===== config.mk =====
export PLATFORM = sky130hd
export DESIGN_NAME = hgate_job_launcher
export DESIGN_NICKNAME = d
export VERILOG_FILES = /design/src/rtl/hgate_job_launcher.sv
export SDC_FILE = /design/constraint.sdc
export NUM_CORES = 1
export LEC_CHECK = 0
export BUFFER_PORTS_ARGS = -buffer_cell sky130_fd_sc_hd__buf_2
export CORE_ASPECT_RATIO = 1.5
export CORE_UTILIZATION = 35
export CTS_CLUSTER_DIAMETER = 30
export DETAILED_ROUTE_END_ITERATION = 10
export GPL_ROUTABILITY_DRIVEN = 0
export GPL_TIMING_DRIVEN = 0
export HOLD_SLACK_MARGIN = 0.1
export PLACE_DENSITY = 0.71
export SLEW_MARGIN = 20
export SYNTH_ARGS = -nofsm -noshare
export SYNTH_HDL_FRONTEND = slang
export SYNTH_SLANG_ARGS = --single-unit

===== constraint.sdc =====
create_clock -name M_AXI_ACLK -period 3 [get_ports M_AXI_ACLK]
set_input_delay 0.15 -clock M_AXI_ACLK [delete_from_list [all_inputs] [get_ports M_AXI_ACLK]]
set_output_delay 0.15 -clock M_AXI_ACLK [all_outputs]
set_load 0.005 [all_outputs]

===== src/rtl/hgate_job_launcher.sv =====
// ---------------------------------------------------------------------------
// hgate_job_launcher
//
// AXI4-Lite write-only master placed directly in front of the H-Gate slave.
// A job arrives as a stream of (addr, data) register writes. Each beat is
// issued as one AW/W/B transaction, and beats are issued in order. After the
// final beat's write response, the block waits for the slave's completion
// interrupt or for a timeout. It then emits a single done pulse that carries
// the job's error status.
//
// Ports
//   M_AXI_ACLK      clock
//   M_AXI_ARESETN   asynchronous active-low reset (deassert synchronously)
//   job_valid/job_ready/job_addr/job_data/job_last
//                   job beat stream; a beat is taken on valid & ready
//   irq_in          1-cycle completion pulse from the slave
//   done_valid      1-cycle pulse when the job has finished
//   done_err        [0] some BRESP != OKAY in the job, [1] IRQ timeout
//   M_AXI_AW*/W*/B* AXI4-Lite write channels (WSTRB is always all ones)
// ---------------------------------------------------------------------------
module hgate_job_launcher #(
   parameter int C_M_AXI_ADDR_WIDTH = 8,
   parameter int C_M_AXI_DATA_WIDTH = 32,
   parameter int TIMEOUT_CYCLES     = 1024
) (
   input  logic                                M_AXI_ACLK,
   input  logic                                M_AXI_ARESETN,
   input  logic                                job_valid,
   output logic                                job_ready,
   input  logic [C_M_AXI_ADDR_WIDTH-1:0]       job_addr,
   input  logic [C_M_AXI_DATA_WIDTH-1:0]       job_data,
   input  logic                                job_last,
   input  logic                                irq_in,
   output logic                                done_valid,
   output logic [1:0]                          done_err,
   output logic [C_M_AXI_ADDR_WIDTH-1:0]       M_AXI_AWADDR,
   output logic                                M_AXI_AWVALID,
   input  logic                                M_AXI_AWREADY,
   output logic [C_M_AXI_DATA_WIDTH-1:0]       M_AXI_WDATA,
   output logic [C_M_AXI_DATA_WIDTH/8-1:0]     M_AXI_WSTRB,
   output logic                                M_AXI_WVALID,
   input  logic                                M_AXI_WREADY,
   input  logic [1:0]                          M_AXI_BRESP,
   input  logic                                M_AXI_BVALID,
   output logic                                M_AXI_BREADY
);

   localparam logic [2:0] S_IDLE = 3'd0;
   localparam logic [2:0] S_ADDR = 3'd1;
   localparam logic [2:0] S_RESP = 3'd2;
   localparam logic [2:0] S_WAIT = 3'd3;
   localparam logic [2:0] S_DONE = 3'd4;

   // The counter must be able to hold TIMEOUT_CYCLES itself. Keep at least
   // one bit so that the disabled (0) case still elaborates.
   localparam int              CNT_W     = (TIMEOUT_CYCLES > 0) ? $clog2(TIMEOUT_CYCLES + 1) : 1;
   localparam logic [CNT_W-1:0] CNT_LIMIT = CNT_W'(TIMEOUT_CYCLES);

   logic [2:0]                    state_reg;
   logic [C_M_AXI_ADDR_WIDTH-1:0] addr_reg;
   logic [C_M_AXI_DATA_WIDTH-1:0] data_reg;
   logic                          last_reg;
   logic                          awvalid_reg;
   logic                          wvalid_reg;
   logic                          in_job_reg;     // set from first accepted beat until DONE
   logic                          err_bresp_reg;
   logic                          irq_seen_reg;
   logic                          timeout_reg;
   logic [CNT_W-1:0]              cnt_reg;
   logic                          active_reg;     // holds job_ready low while in reset

   // A channel counts as finished when its VALID is already low or when it
   // handshakes in this cycle.
   logic aw_finished;
   logic w_finished;
   assign aw_finished = !awvalid_reg || M_AXI_AWREADY;
   assign w_finished  = !wvalid_reg  || M_AXI_WREADY;

   always_ff @(posedge M_AXI_ACLK or negedge M_AXI_ARESETN) begin
      if (!M_AXI_ARESETN) begin
         state_reg     <= S_IDLE;
         addr_reg      <= '0;
         data_reg      <= '0;
         last_reg      <= 1'b0;
         awvalid_reg   <= 1'b0;
         wvalid_reg    <= 1'b0;
         in_job_reg    <= 1'b0;
         err_bresp_reg <= 1'b0;
         irq_seen_reg  <= 1'b0;
         timeout_reg   <= 1'b0;
         cnt_reg       <= '0;
         active_reg    <= 1'b0;
      end else begin
         active_reg <= 1'b1;

         // Latch the interrupt outside IDLE so that a pulse arriving while a
         // write response is still outstanding is not lost.
         if (state_reg != S_IDLE && irq_in)
            irq_seen_reg <= 1'b1;

         case (state_reg)
            S_IDLE: begin
               if (job_valid && active_reg) begin
                  addr_reg    <= job_addr;
                  data_reg    <= job_data;
                  last_reg    <= job_last;
                  awvalid_reg <= 1'b1;
                  wvalid_reg  <= 1'b1;
                  state_reg   <= S_ADDR;
                  if (!in_job_reg) begin
                     err_bresp_reg <= 1'b0;
                     irq_seen_reg  <= 1'b0;
                     in_job_reg    <= 1'b1;
                  end
               end
            end
            S_ADDR: begin
               if (M_AXI_AWREADY)
                  awvalid_reg <= 1'b0;
               if (M_AXI_WREADY)
                  wvalid_reg <= 1'b0;
               if (aw_finished && w_finished)
                  state_reg <= S_RESP;
            end
            S_RESP: begin
               if (M_AXI_BVALID) begin
                  if (M_AXI_BRESP != 2'b00)
                     err_bresp_reg <= 1'b1;
                  if (last_reg) begin
                     state_reg   <= S_WAIT;
                     cnt_reg     <= '0;
                     timeout_reg <= 1'b0;
                  end else begin
                     state_reg <= S_IDLE;
                  end
               end
            end
            S_WAIT: begin
               // An interrupt takes priority over a timeout in the same cycle.
               if (irq_seen_reg || irq_in) begin
                  state_reg <= S_DONE;
               end else if (TIMEOUT_CYCLES != 0) begin
                  if (cnt_reg == CNT_LIMIT) begin
                     timeout_reg <= 1'b1;
                     state_reg   <= S_DONE;
                  end else begin
                     cnt_reg <= cnt_reg + CNT_W'(1);
                  end
               end
            end
            S_DONE: begin
               in_job_reg <= 1'b0;
               state_reg  <= S_IDLE;
            end
            default: state_reg <= S_IDLE;
         endcase
      end
   end

   assign job_ready     = active_reg && (state_reg == S_IDLE);
   assign done_valid    = (state_reg == S_DONE);
   assign done_err      = (state_reg == S_DONE) ? {timeout_reg, err_bresp_reg} : 2'b00;
   assign M_AXI_AWADDR  = addr_reg;
   assign M_AXI_AWVALID = awvalid_reg;
   assign M_AXI_WDATA   = data_reg;
   assign M_AXI_WSTRB   = {(C_M_AXI_DATA_WIDTH/8){1'b1}};
   assign M_AXI_WVALID  = wvalid_reg;
   assign M_AXI_BREADY  = (state_reg == S_RESP);

endmodule


==> tab_implementation.tex <==
\begin{tabular}{lr}
\hline
Metric & Value \\
\hline
\multicolumn{2}{l}{\textbf{Setup path}} \\
Worst EP required & 3.21 ns \\
Reg2Reg Depth & 5 \\
Setup slack of the most critical reg-to-reg path & 1.20 ns \\
Crit Reg-Reg Startpoint & state\_reg[2] \\
Worst path bufs/invs & 2 \\
Worst reg2reg endpoint & M\_AXI\_WDATA[19] \\
Cell type of the slowest stage on the worst timing path & dfrtp\_1 \\
Worst Setup Start Kind & flip-flop \\
CP Max Fanout & 10 \\
Cell family with the largest share of critical-path delay & simple AND/OR/NAND/NOR gates \\
Element type at the critical path end & flip-flop \\
Cells traversed along the worst timing path & or3\_1 > buf\_2 > nor2\_8 > buf\_6 > mux2\_1 \\
Worst path arrival time & 2.00 ns \\
Category of the critical setup timing path & flip-flop to flip-flop \\
Slowest cell delay on critical path & 0.40 ns \\
\multicolumn{2}{l}{\textbf{Floorplan}} \\
Floorplan row count & 39 \\
Top-level I/O count & 101 \\
Die area & 8410 um2 \\
Starting density of the core & 36.5\% \\
Floorplan Core Area & 7710 um2 \\
Width of the die & 75.2 um \\
Die height & 112 um \\
\multicolumn{2}{l}{\textbf{Logic synthesis}} \\
Async SR Flop Fraction & 100\% \\
Sequential element share of the synthesized area & 55.1\% \\
Flip-flop and latch count after synthesis & 62 \\
Avg Inst Size Synth & 13.2 um2 \\
Warnings from Yosys & 0 \\
Yosys cell types & 44 \\
Number of instances in the synthesized netlist & 213 \\
Post-synth EDFFs & 0 \\
Area of the mapped netlist & 2810 um2 \\
Prevailing post-synth register cell & dfrtp\_1 \\
\multicolumn{2}{l}{\textbf{Clocking}} \\
CTS tree & done \\
Post-CTS Setup Repair Bufs & 0 \\
Clock Pin Slew Worst Setup and Hold Paths & 0.05 ns \\
H-tree lvl count & 3 \\
Worst skew pair latency & 0.33 ns \\
Bufs on Longest Clock Path & 2 \\
Number of CTS-inserted buffers & 9 \\
Number of clock sinks & 62 \\
Root buffer cell & clkbuf\_16 \\
\multicolumn{2}{l}{\textbf{Power and ir drop}} \\
Areal power density over the cells & 852 nW/um2 \\
Total leakage power & 2.03 nW \\
Max rail drop VDD & 0.603 mV \\
Final Total Pwr & 3.54 mW \\
\multicolumn{2}{l}{\textbf{Hold path}} \\
Worst hold path stage count & 3 \\
Type of the tightest min-delay check & primary input to flip-flop \\
Hold Crit Start & M\_AXI\_WREADY \\
Sink of the worst hold path & M\_AXI\_WVALID \\
\multicolumn{2}{l}{\textbf{Detailed routing}} \\
Final routed DRC violation total & 0 \\
Routed via count divided by cell count & 4.76 \\
Iteration-0 DRC Markers & 63 \\
Routed wire length & 6.43 mm \\
Post-route ant nets & 0 \\
Routed vias & 2235 \\
Routed length per instance & 13.7 um \\
First-pass DRT Iterations & 4 \\
\multicolumn{2}{l}{\textbf{STA}} \\
Pins Over Slew Limit & 0 \\
Tightest hold margin & 0.114 ns \\
Unrepaired setup endpoints after global routing & false \\
Relative slew slack & 48.2\% \\
Timing-limited maximum frequency & 0.557 GHz \\
Slew at the pin with the worst max-slew slack & 0.777 ns \\
Min Tclk post-route & 1.80 ns \\
Largest clock skew in the final design & 0.00780 ns \\
Final hold violations & 0 \\
Final critical-path setup slack & 1.20 ns \\
Setup violators final & 0 \\
Accumulated negative setup slack & 0 ns \\
Part of the cycle the worst path needs & 59.9\% \\
\multicolumn{2}{l}{\textbf{GRT}} \\
Grt ovf & 0 \\
Vias in the first global route & 2277 \\
Global-route usage over all layers & 16.9\% \\
Antenna violations before repair & 0 \\
Largest net degree at the start of global routing & 63 \\
Wire length of the first global-routing pass & 10.5 mm \\
\multicolumn{2}{l}{\textbf{Placement}} \\
Post-DP Area & 3440 um2 \\
Port Buf Inserts & 96 \\
Detailed placer's ending HPWL & 4.16 mm \\
Setup slack after placement & 1.19 ns \\
\multicolumn{2}{l}{\textbf{Outcome}} \\
Status & finished, final reports clean \\
\multicolumn{2}{l}{\textbf{Finish}} \\
Antenna diode instance count & 0 \\
Share of cells above drive strength 1 & 37.8\% \\
Number of flip-flops under the largest register name & 32 \\
Number of fill cells in the layout & 659 \\
Register area & 1550 um2 \\
Final design area excluding fillers & 4160 um2 \\
Total Nets Final & 418 \\
Synth-to-layout area growth & 47.7\% \\
Footprint of the multi-input gates & 1160 um2 \\
\multicolumn{2}{l}{\textbf{Flow run}} \\
Max-cap check violation count & 0 \\
\hline
\end{tabular}
==> final cells by class <==
type	instances	area share, %
Tap cell	102	3.07
Inverter	6	0.542
Clock inverter	1	0.722
Multi-Input combinational cell	138	28.0
Timing Repair Buffer	138	21.7
Sequential cell	62	37.3
Clock buffer	12	6.41
Buffer	11	2.23
==> stage by stage <==
step | util, % | std cells
after detailed placement | 44.6 | 415
after floorplan | - | 217
after CTS | 53.9 | 470
after global routing | 53.9 | 470
after global placement | 44.6 | 415
final | 53.9 | 470
==> layout by cell type, fill, tap and decap left out, types with 4 or more instances in the layout <==
| cell | count |
|---|---|
| dlygate4sd3_1 | 42 |
| mux2_4 | 8 |
| nor2_1 | 10 |
| conb_1 | 5 |
| and2_1 | 4 |
| dfrtp_1 | 62 |
| inv_1 | 6 |
| and3_1 | 7 |
| buf_2 | 97 |
| buf_6 | 4 |
| nand2_1 | 11 |
| a221o_1 | 6 |
| nand3_1 | 4 |
| mux2_1 | 33 |
| buf_4 | 6 |
| clkbuf_16 | 9 |
==> worst min-delay path, cell delays in order <==
cell and delay, ns:
buf_2 0.10, nand2_1 0.05, a21o_1 0.10
==> cells in the mapped netlist (3+ instances only) <==
library cell	count	area, um2
o21ai_0	3	15.0
buf_6	4	45.0
inv_1	6	22.5
a21oi_1	3	15.0
nor3_1	3	15.0
nand3_1	4	20.0
mux2_1	33	372
nor2_1	10	37.5
and3_1	7	43.8
buf_4	5	37.5
or3_1	3	18.8
and2_1	4	25.0
a21o_1	3	22.5
mux2_4	8	120
nand2_1	11	41.3
dfrtp_1	62	1550
a221o_1	6	60.1
nor2b_1	3	18.8
==> worst max-delay path by stage <==
stage,slack [ns],depth (start not counted),from,endpoint
2_1_floorplan,1.33,5,state_reg[2],M_AXI_AWADDR[1]
3_3_place_gp,1.21,5,state_reg[2],M_AXI_AWADDR[0]
3_5_place_dp,1.19,5,state_reg[2],M_AXI_WDATA[15]
4_1_cts,1.18,5,state_reg[2],M_AXI_WDATA[15]
5_1_grt,1.10,4,cnt_reg[7],cnt_reg[3]
6_report,1.20,5,state_reg[2],M_AXI_WDATA[19]
==> metal layers <==
metal | GRT usage (%) | vias to the layer above | wire length, um
li1 | - | 1070 | -
met1 | 18.9 | 1092 | 2520
met2 | 28.4 | 65 | 3500
met3 | 5.79 | 8 | 333
met4 | 7.16 | 0 | 89
met5 | 0 | - | 0
==> where the power goes <==
part | internal, mW | total (mW) | switching [mW]
Clock | 0.695 | 1.03 | 0.339
Combinational | 0.629 | 1.11 | 0.485
Sequential | 1.19 | 1.39 | 0.205
==> cells by family (layout without fill, tap and decap cells) <==
group,Yosys count,count (layout),share of synthesized area [%]
other,1,5,0.133
adders and majority gates,2,2,0.889
AOI/OAI and AO/OA,28,28,7.92
and+or+nand+nor,61,61,14.0
buffers and inverters,17,168,4.09
muxes,42,42,17.9
DFF,62,62,55.1
==> what timing repair did <==
| action | CTS | global route |
|---|---|---|
| hold buffers | 42 | 0 |
| endpoints found under the hold margin | 103 | 0 |
| resized for setup | 0 | 0 |
Note: power is estimated with default switching activity, not from simulation.
